`src/rtl/seq_ctrl.sv`:
```
// seq_ctrl: vector sequencer that walks three RAM vectors element by element.
// For each element k it reads A[a_base+k] and B[b_base+k] through a synchronous
// read port. It presents both words to an external combinational ALU, then
// writes the ALU result to D[d_base+k]. Each element takes four cycles:
// RD_A, RD_B, CAP_B, WR. A one-cycle DONE state follows the last element.
//
// Ports:
//   clk_i, rst_ni           clock, asynchronous active-low reset
//   start_i                 command strobe, only honoured in IDLE
//   op_i                    ALU opcode latched with the command
//   a_base_i/b_base_i/d_base_i  vector base addresses (modulo 2^ADDR_W)
//   count_i                 number of elements (0 means an immediate DONE)
//   busy_o, done_o          command in progress / one-cycle completion pulse
//   r_en_o, r_addr_o, r_data_i   RAM read port (data valid one cycle after r_en)
//   alu_a_o, alu_b_o, alu_op_o, alu_res_i   external ALU hookup
//   w_en_o, w_addr_o, w_data_o   RAM write port
module seq_ctrl #(
  parameter int DATA_W = 32,
  parameter int ADDR_W = 8
) (
  input  logic              clk_i,
  input  logic              rst_ni,
  input  logic              start_i,
  input  logic [4:0]        op_i,
  input  logic [ADDR_W-1:0] a_base_i,
  input  logic [ADDR_W-1:0] b_base_i,
  input  logic [ADDR_W-1:0] d_base_i,
  input  logic [ADDR_W-1:0] count_i,
  output logic              busy_o,
  output logic              done_o,
  output logic              r_en_o,
  output logic [ADDR_W-1:0] r_addr_o,
  input  logic [DATA_W-1:0] r_data_i,
  output logic [DATA_W-1:0] alu_a_o,
  output logic [DATA_W-1:0] alu_b_o,
  output logic [4:0]        alu_op_o,
  input  logic [DATA_W-1:0] alu_res_i,
  output logic              w_en_o,
  output logic [ADDR_W-1:0] w_addr_o,
  output logic [DATA_W-1:0] w_data_o
);

  localparam logic [2:0] S_IDLE = 3'd0;
  localparam logic [2:0] S_RD_A = 3'd1;
  localparam logic [2:0] S_RD_B = 3'd2;
  localparam logic [2:0] S_CAP_B = 3'd3;
  localparam logic [2:0] S_WR = 3'd4;
  localparam logic [2:0] S_DONE = 3'd5;

  logic [2:0]        state_q, state_d;
  logic [4:0]        opLatch_q, opLatch_d;
  logic [ADDR_W-1:0] aBase_q, aBase_d;
  logic [ADDR_W-1:0] bBase_q, bBase_d;
  logic [ADDR_W-1:0] dBase_q, dBase_d;
  logic [ADDR_W-1:0] count_q, count_d;
  logic [ADDR_W-1:0] idx_q, idx_d;
  logic [DATA_W-1:0] aReg_q, aReg_d;
  logic [DATA_W-1:0] bReg_q, bReg_d;

  // Next-state logic. The read issued in RD_A returns during RD_B, and the
  // read issued in RD_B returns during CAP_B, so each capture happens one
  // state after its read. The write in WR always lands before the next RD_A
  // read, which gives in-place vectors plain sequential-loop behaviour.
  always_comb begin
    state_d   = state_q;
    opLatch_d = opLatch_q;
    aBase_d   = aBase_q;
    bBase_d   = bBase_q;
    dBase_d   = dBase_q;
    count_d   = count_q;
    idx_d     = idx_q;
    aReg_d    = aReg_q;
    bReg_d    = bReg_q;
    case (state_q)
      S_IDLE: begin
        if (start_i) begin
          opLatch_d = op_i;
          aBase_d   = a_base_i;
          bBase_d   = b_base_i;
          dBase_d   = d_base_i;
          count_d   = count_i;
          idx_d     = '0;
          state_d   = (count_i == '0) ? S_DONE : S_RD_A;
        end
      end
      S_RD_A: state_d = S_RD_B;
      S_RD_B: begin
        aReg_d  = r_data_i;
        state_d = S_CAP_B;
      end
      S_CAP_B: begin
        bReg_d  = r_data_i;
        state_d = S_WR;
      end
      S_WR: begin
        // count_q is non-zero here, so count_q - 1 cannot underflow.
        if (idx_q == count_q - ADDR_W'(1)) begin
          state_d = S_DONE;
        end else begin
          idx_d   = idx_q + ADDR_W'(1);
          state_d = S_RD_A;
        end
      end
      S_DONE: state_d = S_IDLE;
      default: state_d = S_IDLE;
    endcase
  end

  always_ff @(posedge clk_i or negedge rst_ni) begin
    if (!rst_ni) begin
      state_q   <= S_IDLE;
      opLatch_q <= '0;
      aBase_q   <= '0;
      bBase_q   <= '0;
      dBase_q   <= '0;
      count_q   <= '0;
      idx_q     <= '0;
      aReg_q    <= '0;
      bReg_q    <= '0;
    end else begin
      state_q   <= state_d;
      opLatch_q <= opLatch_d;
      aBase_q   <= aBase_d;
      bBase_q   <= bBase_d;
      dBase_q   <= dBase_d;
      count_q   <= count_d;
      idx_q     <= idx_d;
      aReg_q    <= aReg_d;
      bReg_q    <= bReg_d;
    end
  end

  // Outputs decode purely from the current state. Addresses and write data
  // are forced to zero outside the states that use them, so reset and idle
  // leave the RAM ports quiet. Address sums wrap modulo 2^ADDR_W.
  always_comb begin
    busy_o   = (state_q != S_IDLE);
    done_o   = (state_q == S_DONE);
    r_en_o   = 1'b0;
    r_addr_o = '0;
    w_en_o   = 1'b0;
    w_addr_o = '0;
    w_data_o = '0;
    case (state_q)
      S_RD_A: begin
        r_en_o   = 1'b1;
        r_addr_o = aBase_q + idx_q;
      end
      S_RD_B: begin
        r_en_o   = 1'b1;
        r_addr_o = bBase_q + idx_q;
      end
      S_WR: begin
        w_en_o   = 1'b1;
        w_addr_o = dBase_q + idx_q;
        w_data_o = alu_res_i;
      end
      default: ;
    endcase
  end

  assign alu_a_o  = aReg_q;
  assign alu_b_o  = bReg_q;
  assign alu_op_o = opLatch_q;

endmodule

```
`config.mk`:
```
export PLATFORM = sky130hd
export DESIGN_NAME = seq_ctrl
export DESIGN_NICKNAME = d
export VERILOG_FILES = /design/src/rtl/seq_ctrl.sv
export SDC_FILE = /design/constraint.sdc
export NUM_CORES = 1
export LEC_CHECK = 0
export ABC_CLOCK_PERIOD_IN_PS = 3700
export BUFFER_PORTS_ARGS = -buffer_cell sky130_fd_sc_hd__buf_2
export CORE_MARGIN = 5
export CORE_UTILIZATION = 49
export CTS_CLUSTER_SIZE = 25
export DETAILED_ROUTE_END_ITERATION = 16
export PLACE_DENSITY = 0.86
export RECOVER_POWER = 50
export SLEW_MARGIN = 20
export SYNTH_ARGS = -nofsm -noshare
export SYNTH_HDL_FRONTEND = slang
export SYNTH_SLANG_ARGS = --single-unit
export TNS_END_PERCENT = 20
```
`constraint.sdc`:
```
create_clock -name clk_i -period 3.7 [get_ports clk_i]
set_input_delay 0 -clock clk_i [delete_from_list [all_inputs] [get_ports clk_i]]
set_output_delay 0 -clock clk_i [all_outputs]
set_load 0.01 [all_outputs]
```
# Yosys cells after proc, flatten, opt, wreduce, memory -nomap -nowiden
# Index checks and enable logic that the tools add are counted.
[op_classes]
n_addsub = 5
eq_ne = 8
mux = 12
reduce_logical = 7
[op_table]
columns = ["cell", "n"]
rows = [
  ["$mux 32", 1],
  ["$pmux 8 s2", 2],
  ["$add 8x8->8", 3],
  ["$mux 8", 3],
  ["$pmux 3 s5", 1],
  ["$mux 3", 3],
  ["$add 8x1->8 const B", 1],
  ["$eq 8x8->1", 1],
  ["$logic_not 8->1", 1],
  ["$sub 8x1->8 const B", 1],
  ["$eq 3x2->1 const B", 2],
  ["$eq 3x3->1 const B", 2],
  ["$ne 2x2->1 const B", 2],
  ["$eq 3x1->1 const B", 1],
  ["$logic_not 3->1", 1],
  ["$reduce_and 3->1", 1],
  ["$reduce_bool 3->1", 1],
  ["$mux 1", 2],
  ["$reduce_and 2->1", 1],
  ["$reduce_bool 2->1", 1],
  ["$reduce_or 2->1", 1],
]
[word_totals]
output_inout_bits = 121
word_cells = 41
inputBits = 104
ff_bits = 112

# Logic depth before layout (Yosys ltp)
# Gate-level depths: netlist (run 1).
[logic_depth]
ltp_word = 4
mapped_depth = 14
depth_no_buf = 12

# Worst setup path after synthesis (run 1)
# Ideal clock, no wire load.
[synth_path]
path_kind = "flip-flop to output port"
startpoint = "register state_q[0]"
endpoint = "output port r_addr_o[7]"
path_slack_ns = 0.520
arrival_time_ns = 3.180
required_time_ns = 3.700
path_stages_with_launch = 13
n_path_buf = 2
path_cell_list = "dfrtp_1 -> nand2b_1 -> nor2_1 -> buf_2 -> buf_1 -> mux2_2 -> ha_1 -> a21o_1 -> a21oi_1 -> o21ai_0 -> a2111oi_0 -> o21ai_0 -> a21oi_1"
[synth_between]
elab_chain_len = 2
word_cells_on_any_way = 3
classes_between = "eq/ne (2); mux (1)"
[synth_lines]
columns = ["element", "line", "text"]
rows = [
  ["start, declared", "50", "logic [2:0] state_q, state_d;"],
  ["start signal, assigned", "121", "state_q <= state_d;"],
  ["$eq 3x2->1 or $eq 3x1->1 (tied branches)", "144", "case (state_q)"],
  ["$pmux 8 s2 (*)", "144", ""],
  ["end, declared", "32", "output logic [ADDR_W-1:0] r_addr_o,"],
]
# Every way passes the cells marked *; elsewhere a longest branch is shown, timed or not.

# Worst setup path in the final report (run 1)
# Ends and elaborated chain as after synthesis.

==> results.md, run 1 <==
Setup path:
- The cell family contributing the most delay on the critical path is compound AO/OA/AOI/OAI gates.
- The endpoint kind of the worst setup timing path is an output pin.
- Walking the worst path, the cells encountered are nand2b_1 -> nor2_4 -> mux2_2 -> ha_1 -> a21o_1 -> a21oi_1 -> o21ai_0 -> a2111oi_1 -> o21ai_0 -> a21oi_1 -> buf_2.
- The critical path in this run is classified as flop to output pin.
- The slowest stage of the critical path belongs to the cell sky130_fd_sc_hd__a2111oi_1.
- The endpoint required time on the critical path is 3700 ps.
- The count of buffer and inverter cells on the critical path is 1.
- At the worst endpoint, the arrival time is 3370 ps.
- In this design, the stage delay of the slowest critical-path cell is approximately 490 ps.
- Counting cells, the worst reg-to-reg path comes to 7.
- The maximum net fanout on the critical path is 8.
- The cell depth of the worst setup path is 11.
- The worst setup path is launched from a flop.

Timing:
- Clock skew on the completed layout was measured at 4.99 ps.
- Setup repair after global routing left no endpoint under its margin.
- The max-slew violation count is 84.
- The smallest clock period supported by the final layout is computed as 3370 ps.
- The total of endpoints with negative setup slack in the final report is 0.
- The worst max-slew margin expressed relative to the limit is -35.5%.
- The smallest hold slack is around 80 ps.
- The accumulated negative setup slack is 0 ps.
- The number of hold violations in the final report is 0.
- Derived from the worst setup path, the maximum achievable clock frequency is just under 0.3 GHz.
- At the pin with the least slew margin, the transition time is 2030 ps.
- The post-route clock period utilization is 91.0%.

Routing:
- For this block, the routed nets add up to 16.3 mm of wire.
- The first-pass iteration count of the detailed router is 4.
- The detail-routed via count per cell is 5.18.
- The routed layout has 4964 vias.
- Once detail routing completed, the nets flagged for antenna violations numbered 0.
- For this run, design rule violations remaining after detail routing come to 0.
- The routed length per instance is 17.0 um.
- The first-iteration detailed-routing DRC count is 368.

Yosys:
- The dominant cell type by area after synthesis is sky130_fd_sc_hd__dfrtp_1.
- Counting distinct cell types in the post-synthesis netlist gives 38.
- The most frequent cell after synthesis is sky130_fd_sc_hd__nand2_1.
- After technology mapping, the gate count stands at about 530.
- The number of synthesis warnings is 0.
- The area share of the largest cell type after synthesis is 50.7%.
- The synthesis-stage register bit count is 112.
- The cell area that synthesis handed to floorplanning was 5530 um^2.
- The number of nets handed over by synthesis was 650.
- The commonest cells after synthesis are 122 x sky130_fd_sc_hd__nand2_1, 112 x sky130_fd_sc_hd__dfrtp_1, 71 x sky130_fd_sc_hd__mux2_2.
- The most used flip-flop cell after synthesis is sky130_fd_sc_hd__dfrtp_1.
- In the post-synthesis netlist, the biggest area contributors are sky130_fd_sc_hd__dfrtp_1 51%, sky130_fd_sc_hd__mux2_2 14%, sky130_fd_sc_hd__nand2_1 8.3%.
- In this run the mean area of a mapped cell was 10.5 um^2.
- For this run, asynchronously set or reset flops after synthesis account for 100%.
- The proportion of synthesized chip area in sequential cells is 50.7%.
- In this run, synthesis inferred 0 flip-flops with an integrated enable.

Pwr:
- Power spread over the standard cell area amounts to between 700 and 800 nW/um^2.
- The sum of internal, switching and leakage power is 5.92 mW.
- The analysis attributes to cell leakage a power of 3.94 nW.
- The worst-case IR drop observed on VDD is ~0.00041 V.

Clock tree:
- The longest clock path from root to sink contains 2 buffers.
- The count of H-tree levels built during CTS is 3.
- The clock transition at the register clock pins on the worst setup and hold paths after CTS is about 70 ps.
- The TritonCTS clock tree is done.
- Post-CTS timing repair inserted 0 buffers for setup.
- Clock tree synthesis inserted a total of 9 buffers.
- CTS placed an instance of sky130_fd_sc_hd__clkbuf_16 at the clock tree root.
- CTS saw between 100 and 150 sinks.
- The later-pin clock latency in the skew report is 350 ps.

Floorplanning:
- The number of top-level pins is 225.
- The core region is about 11000 um^2.
- The number of placement rows is 38.
- For this configuration, the core starts out at a cell density of about half.
- Measured along the x axis, the die boundary spans around 120 um.
- The floorplan step defined a die boundary enclosing 13500 um^2.
- The height of the chip is 116 um.

GRT:
- The maximum number of pins on one net before global-route repair is 84.
- The first global-routing pass estimated 25.4 mm of wire.
- The number of global-route vias before repair is 5231.
- In the global route stage, overall resource usage came out at about a quarter.
- Global routing finished with a remaining overflow of 0.
- The number of antenna violations at the first check in global routing is 0.

Cells and area:
- The repair_antennas step left the layout with diodes totalling 0.
- The share of post-route cells with drive strength above 1 is between 30% and 40%.
- The design area is slightly below 8000 um^2.
- The layout net count is between 900 and 1k.
- The area growth from synthesis to layout is 39.5%.
- After the flow finishes, the layout carries non-filler instances totaling 958.

Placed design:
- The weighted congestion at the end of routability-driven global placement is 0.845.
- After detailed placement, the total cell area comes to a little under 7000 um^2.
- Counting tap cells, the placed design contains a total of 873 instances.
- The count of buffers inserted at the top-level ports is around 220.
- The HPWL after detailed placement is 11.3 mm.

Hold path:
- The worst hold path was traced through 3 stages.
- The min-delay analysis places its worst path in the category input pin to flop.

Run status:
- The run finished, with violations left.
- The final reports fail on capacitance limit, slew limit.

Run:
- The number of maximum-capacitance constraint violations is 1.
## cell usage in the layout (no fill, tap or decap), types with 4 or more instances in the layout
cell                            Yosys  final
sky130_fd_sc_hd__a21o_1             4      4
sky130_fd_sc_hd__a21oi_1           13     13
sky130_fd_sc_hd__and3_1            36     36
sky130_fd_sc_hd__buf_2              1    154
sky130_fd_sc_hd__buf_4              0      4
sky130_fd_sc_hd__clkbuf_1          20     71
sky130_fd_sc_hd__clkbuf_16          0      9
sky130_fd_sc_hd__dfrtp_1          112    112
sky130_fd_sc_hd__dlygate4sd3_1      0     70
sky130_fd_sc_hd__ha_1              16     16
sky130_fd_sc_hd__inv_1             15     15
sky130_fd_sc_hd__mux2_2            71     71
sky130_fd_sc_hd__mux2i_1            7      7
sky130_fd_sc_hd__nand2_1          122    122
sky130_fd_sc_hd__nand2b_1           9      9
sky130_fd_sc_hd__nand3_1            5      4
sky130_fd_sc_hd__nand4_1            5      5
sky130_fd_sc_hd__nor2_1            18     15
sky130_fd_sc_hd__nor3_1             7      7
sky130_fd_sc_hd__o21ai_0           12     12
sky130_fd_sc_hd__xnor2_1           11     11
sky130_fd_sc_hd__xor2_1             9      9
## state kept, by name, indices dropped and copies added, names as in the netlist
register,cells
alu_a_o,32
alu_b_o,32
aBase_q,8
bBase_q,8
count_q,8
dBase_q,8
idx_q,8
alu_op_o,5
state_q,3
## stage by stage
| stage | util [%] | worst slack, ps |
|---|---|---|
| CTS | 71.4 | 290 |
| floorplan | - | 520 |
| global placement | 62.2 | 744 |
| finish | 70.6 | 334 |
| global route | 70.6 | 15.1 |
| detailed placement | 62.2 | 691 |
## worst register-to-register path: stages, from the launching register on
cell and delay (ps):
sky130_fd_sc_hd__dfrtp_1 390, sky130_fd_sc_hd__clkbuf_1 960, sky130_fd_sc_hd__nand2_1 480, sky130_fd_sc_hd__inv_1 240, sky130_fd_sc_hd__nand3_1 150, sky130_fd_sc_hd__nor4_4 500, sky130_fd_sc_hd__a21boi_2 150, sky130_fd_sc_hd__mux2_4 310
## metal layers
layer | vias to the layer above | track usage, % | wire length [um]
met2 | 160 | 42.3 | 8420
met3 | 28 | 3.58 | 967
li1 | 2362 | - | -
met1 | 2414 | 29.2 | 6550
met5 | - | 0 | 0
met4 | 0 | 8.97 | 345
## power breakdown
| part | internal (mW) | switching [mW] |
|---|---|---|
| clock | 0.591 | 0.431 |
| combinational | 1.21 | 1.52 |
| sequential | 1.81 | 0.364 |
## timing repair
item                                   CTS  global route
setup endpoints to repair                0             1
resized for setup                        0             1
hold buffers                            70             0
endpoints found under the hold margin  183             0
## final timing paths
check	startpoint	end	slack [ps]
min in group asynchronous	rst_ni	alu_op_o[1]	770
worst max-delay path	state_q[0]	r_addr_o[7]	330
worst min-delay path	start_i	state_q[0]	80
worst min register to register	bBase_q[3]	bBase_q[3]	480
worst max register to register	state_q[2]	idx_q[0]	390
max in group asynchronous	rst_ni	alu_a_o[16]	1280
## logic make-up (layout without fill, tap and decap cells)
family	after synthesis	after routing	share of synthesized area, %
buffers and inverters	40	330	2.74
muxes	79	79	16.0
adders and majority gates	18	18	4.34
AOI/OAI and AO/OA	42	42	4.77
xor gates and xnor gates	20	20	3.17
and+or+nand+nor	217	217	18.3
DFF	112	112	50.7
## layout make-up
cell class	instances	area, um^2
clock inverter	5	81.3
tap	140	175
multi-input combinational	376	2600
sequential	112	2800
timing repair buffer	300	1770
clock buffer	10	229
fill	831	3220
inverter	15	56.3
(Power assumes the default switching activity.)
==> run 2: changes to the inputs <==
--- a/config.mk
+++ b/config.mk
@@ -13,6 +13,7 @@
 export DETAILED_ROUTE_END_ITERATION = 16
 export PLACE_DENSITY = 0.86
 export RECOVER_POWER = 50
+export SETUP_SLACK_MARGIN = 0.5
 export SLEW_MARGIN = 20
 export SYNTH_ARGS = -nofsm -noshare
 export SYNTH_HDL_FRONTEND = slang
==> run 2 against run 1 <==
The flow still finishes with violations (capacitance limit, slew limit). Clock-buffer cell count unchanged. Clock skew up 1.3 ps. Routed wire length up 2.0%.
==> results.md, run 2 (synthesis gave the netlist of run 1 again) <==
Setup path:
- The endpoint required time on the critical path is 3700 ps (about the same).
- The endpoint kind of the worst setup timing path is an output pin (unchanged).
- The endpoint of the worst-slack reg-to-reg timing path is idx_q[0] (unchanged).
- The highest-delay cell along the critical path is sky130_fd_sc_hd__dfrtp_2 (was sky130_fd_sc_hd__a2111oi_1).
- Cells traversed along the worst timing path: nand2b_4 -> nor2_4 -> mux2_2 -> ha_1 -> a21o_1 -> a21oi_2 -> o21ai_1 -> a2111oi_2 -> o21ai_1 -> a21oi_1 -> buf_2 (was nand2b_1 -> nor2_4 -> mux2_2 -> ha_1 -> a21o_1 -> a21oi_1 -> o21ai_0 -> a2111oi_1 -> o21ai_0 -> a21oi_1 -> buf_2).
- The worst setup slack for register-to-register paths was 1070 ps (was 390 ps).
- Counting stages on the worst path, the most repeated cell is sky130_fd_sc_hd__o21ai_1.
- The launching element type of the critical path is a flop (unchanged).
- The class of the most critical setup path is flop to output pin (unchanged).
- The largest incremental delay on the critical path was 430 ps (was 490 ps).
- The endpoint arrival time on the critical path is 2950 ps (was 3370 ps).
- The maximum net fanout on the critical path is 4 (was 8).
- The count of cells along the worst register-to-register path is 9 (was 7).
- The reg-to-reg critical path startpoint is state_q[0] (was state_q[2]).

Cells and area:
- Most frequent cells in the layout: 154 x sky130_fd_sc_hd__buf_2, 122 x sky130_fd_sc_hd__nand2_1, 110 x sky130_fd_sc_hd__dfrtp_1 (was 154 x sky130_fd_sc_hd__buf_2, 122 x sky130_fd_sc_hd__nand2_1, 112 x sky130_fd_sc_hd__dfrtp_1).
- The number of antenna cells inserted is 0 (unchanged).
- The count of non-filler cells in the finished layout came to 962 (was 958).
- The share of post-route cells with drive strength above 1 is 32.0% (was 30.9%).
- The final core utilization came to 71.0% (was 70.6%).
- The design area is 7770 um^2 (was 7720 um^2).
- The most common cell after layout, fill and taps aside is sky130_fd_sc_hd__buf_2 (unchanged).
- The layout net count is 940 (was 936).
- The area overhead of the layout relative to synthesis is 40.4% (was 39.5%).

Placed design:
- The HPWL after detailed placement is 11.3 mm (unchanged).
- The instance count after placement with tap cells included is 873 (unchanged).
- The worst-case setup slack after placement is 691 ps (unchanged).
- The count of buffers inserted at the top-level ports is 224 (unchanged).
- The instance area at placement was 6800 um^2 (unchanged).
- The weighted congestion at the end of routability-driven global placement was 0.845 (unchanged).

Pwr:
- The fraction of power consumed by sequential logic came to 36.3% (was 36.7%).
- The portion of total power attributed to the clock network came to 17.1% (was 17.3%).
- The cell-internal power was 3.65 mW (was 3.61 mW).
- The maximum vdd ir drop was 0.000408 V (about the same).
- The cell leakage power is 3.97 nW (was 3.94 nW).
- The combinational power share came to 46.7% (was 46.1%).
- The sum of internal, switching and leakage power is 6.00 mW (was 5.92 mW).
- The net switching share of the total power is 39.2% (was 39.1%).
- The power density normalized to cell area is 772 nW/um^2 (was 768 nW/um^2).
- The net load switching power is 2.35 mW (was 2.32 mW).

Run:
- The number of maximum-capacitance constraint violations came to 1 (unchanged).

GRT:
- The global-route track usage on met1 was 29.2% (unchanged).
- The met2 track demand over resource is 43.2% (was 42.3%).
- The global routing usage summed across all routing layers is 24.2% (was 23.8%).
- The number of antenna violations at the first check in global routing is 0 (unchanged).
- The highest-utilization routing layer at the global route stage was met2 (unchanged).
- The remaining global-route overflow came to 0 (unchanged).
- The number of global-route vias before repair is 5294 (was 5231).
- The maximum number of pins on one net before global-route repair is 84 (unchanged).
- The global routing met3 resource utilization is 3.78% (was 3.58%).
- The first-pass GRT wire length is 25.7 mm (was 25.4 mm).

Run status:
- Violations in the final reports: capacitance limit, slew limit (unchanged).
- Status: complete, but fails checks (unchanged).

Timing:
- Unrepaired setup endpoints after global routing: no (unchanged).
- The smallest hold slack is 73.0 ps (was 82.4 ps).
- The final critical-path required period is 2950 ps (was 3370 ps).
- The fmax is 0.339 GHz (was 0.297 GHz).
- The setup clock skew after layout is 6.25 ps (was 4.99 ps).
- The total of endpoints with negative setup slack in the final report came to 0 (unchanged).
- The accumulated negative setup slack came to 0 ps (unchanged).
- The number of hold violations in the final report is 0 (unchanged).
- The worst setup slack after layout is 751 ps (was 334 ps).
- The transition time of the tightest slew-check pin is 2030 ps (about the same).
- The worst max-slew margin expressed relative to the limit is -35.1% (was -35.5%).
- The max-slew violation count is 84 (unchanged).
- The post-route clock period utilization was 79.7% (was 91.0%).

Routing:
- The vias after detailed routing is 5033 (was 4964).
- The first-pass iteration count of the detailed router is 5 (was 4).
- The detail-routed via count per cell came to 5.23 (was 5.18).
- The first-iteration detailed-routing DRC count is 376 (was 368).
- The number of routed nets with antenna violations was 0 (unchanged).
- The routed length per instance was 17.3 um (was 17.0 um).
- The total detailed-routing wirelength is 16.6 mm (was 16.3 mm).
- The number of design rule violations left after detail routing came to 0 (unchanged).

Clock tree:
- The count of H-tree levels built during CTS is 3 (unchanged).
- The worst-case clock buffer depth came to 2 (unchanged).
- The later-pin clock latency in the skew report is 350 ps (about the same).
- The clock transition at the register clock pins on the worst setup and hold paths after CTS is 70 ps (about the same).
- The number of sinks handled by clock tree synthesis is 112 (unchanged).
- The TritonCTS clock tree is done (unchanged).
- The TritonCTS buffer count is 9 (unchanged).
- The root buffer selected by CTS is sky130_fd_sc_hd__clkbuf_16 (unchanged).

Floorplanning:
- The horizontal extent of the die is 116 um (unchanged).
- The height of the chip is 116 um (unchanged).
- The initial standard-cell utilization of the core is 50.6% (unchanged).
- The number of placement rows is 38 (unchanged).
- The core region area is 10900 um^2 (unchanged).
- The number of top-level pins is 225 (unchanged).
- The area of the die came to 13500 um^2 (unchanged).

Hold path:
- The type of the most critical hold path is input pin to flop (unchanged).
- The count of cells along the worst hold path came to 3 (unchanged).
- The start point of the worst hold path is start_i (unchanged).
- The sink of the worst hold path is state_q[0] (unchanged).
run 2: cell count changes in the layout (fill, tap and decap cells not counted), moves of 2 or more:
cell | previous run | this run
sky130_fd_sc_hd__buf_4 | 4 | 9
sky130_fd_sc_hd__dfrtp_1 | 112 | 110
sky130_fd_sc_hd__dfrtp_2 | 0 | 2
sky130_fd_sc_hd__o21ai_0 | 12 | 9
sky130_fd_sc_hd__o21ai_1 | 0 | 3
run 2: power by group through the flow:
stage / sequential (mW) / clock (mW) / combinational [mW]
6_report: 2.17 / 1.02 / 2.80
5_1_grt: 2.24 / 1.09 / 3.08
4_1_cts: 2.15 / 1.05 / 2.87
3_5_place_dp: 2.17 / 0 / 2.78
3_3_place_gp: 2.13 / 0 / 2.65
2_1_floorplan: 2.30 / 0 / 1.61
run 2: timing repair:
action                     in CTS  in global routing
hold endpoints to repair      183                  0
resized for setup               3                  7
pin swaps                       2                  4
hold buffers                   70                  0
setup buffers                   3                  1
setup endpoints to repair       1                  2
run 2: how the worst max path moves through the flow:
stage	slack (ps)	depth (start not counted)	start	endpoint
detailed placement	690	11	state_q[0]	r_addr_o[7]
global route	490	11	state_q[0]	r_addr_o[7]
floorplan	520	12	state_q[0]	r_addr_o[7]
CTS	500	11	state_q[0]	r_addr_o[7]
global placement	740	11	state_q[0]	r_addr_o[7]
finish	750	11	state_q[0]	r_addr_o[7]
run 2: routing by layer:
layer / up-vias / wire length, um
met3: 35 / 996
met1: 2451 / 6660
met5: - / 0
met2: 180 / 8600
li1: 2367 / -
met4: 0 / 357
run 2: layout make-up:
cell class	count	area, um^2
clock buffer	10	229
clock inverter	5	81.3
fill	818	3170
inverter	15	56.3
multi-input combinational	376	2610
sequential	112	2810
tap	140	175
timing repair buffer	304	1810
run 2: critical path, delay by kind of cell, from the launching register on:
| family | cells | cell delay (ps) |
|---|---|---|
| buffers and inverters | 1 | 160 |
| adders and majority gates | 1 | 270 |
| and+or+nand+nor | 2 | 280 |
| AOI/OAI and AO/OA | 6 | 1090 |
| DFF | 1 | 430 |
| muxes | 1 | 370 |
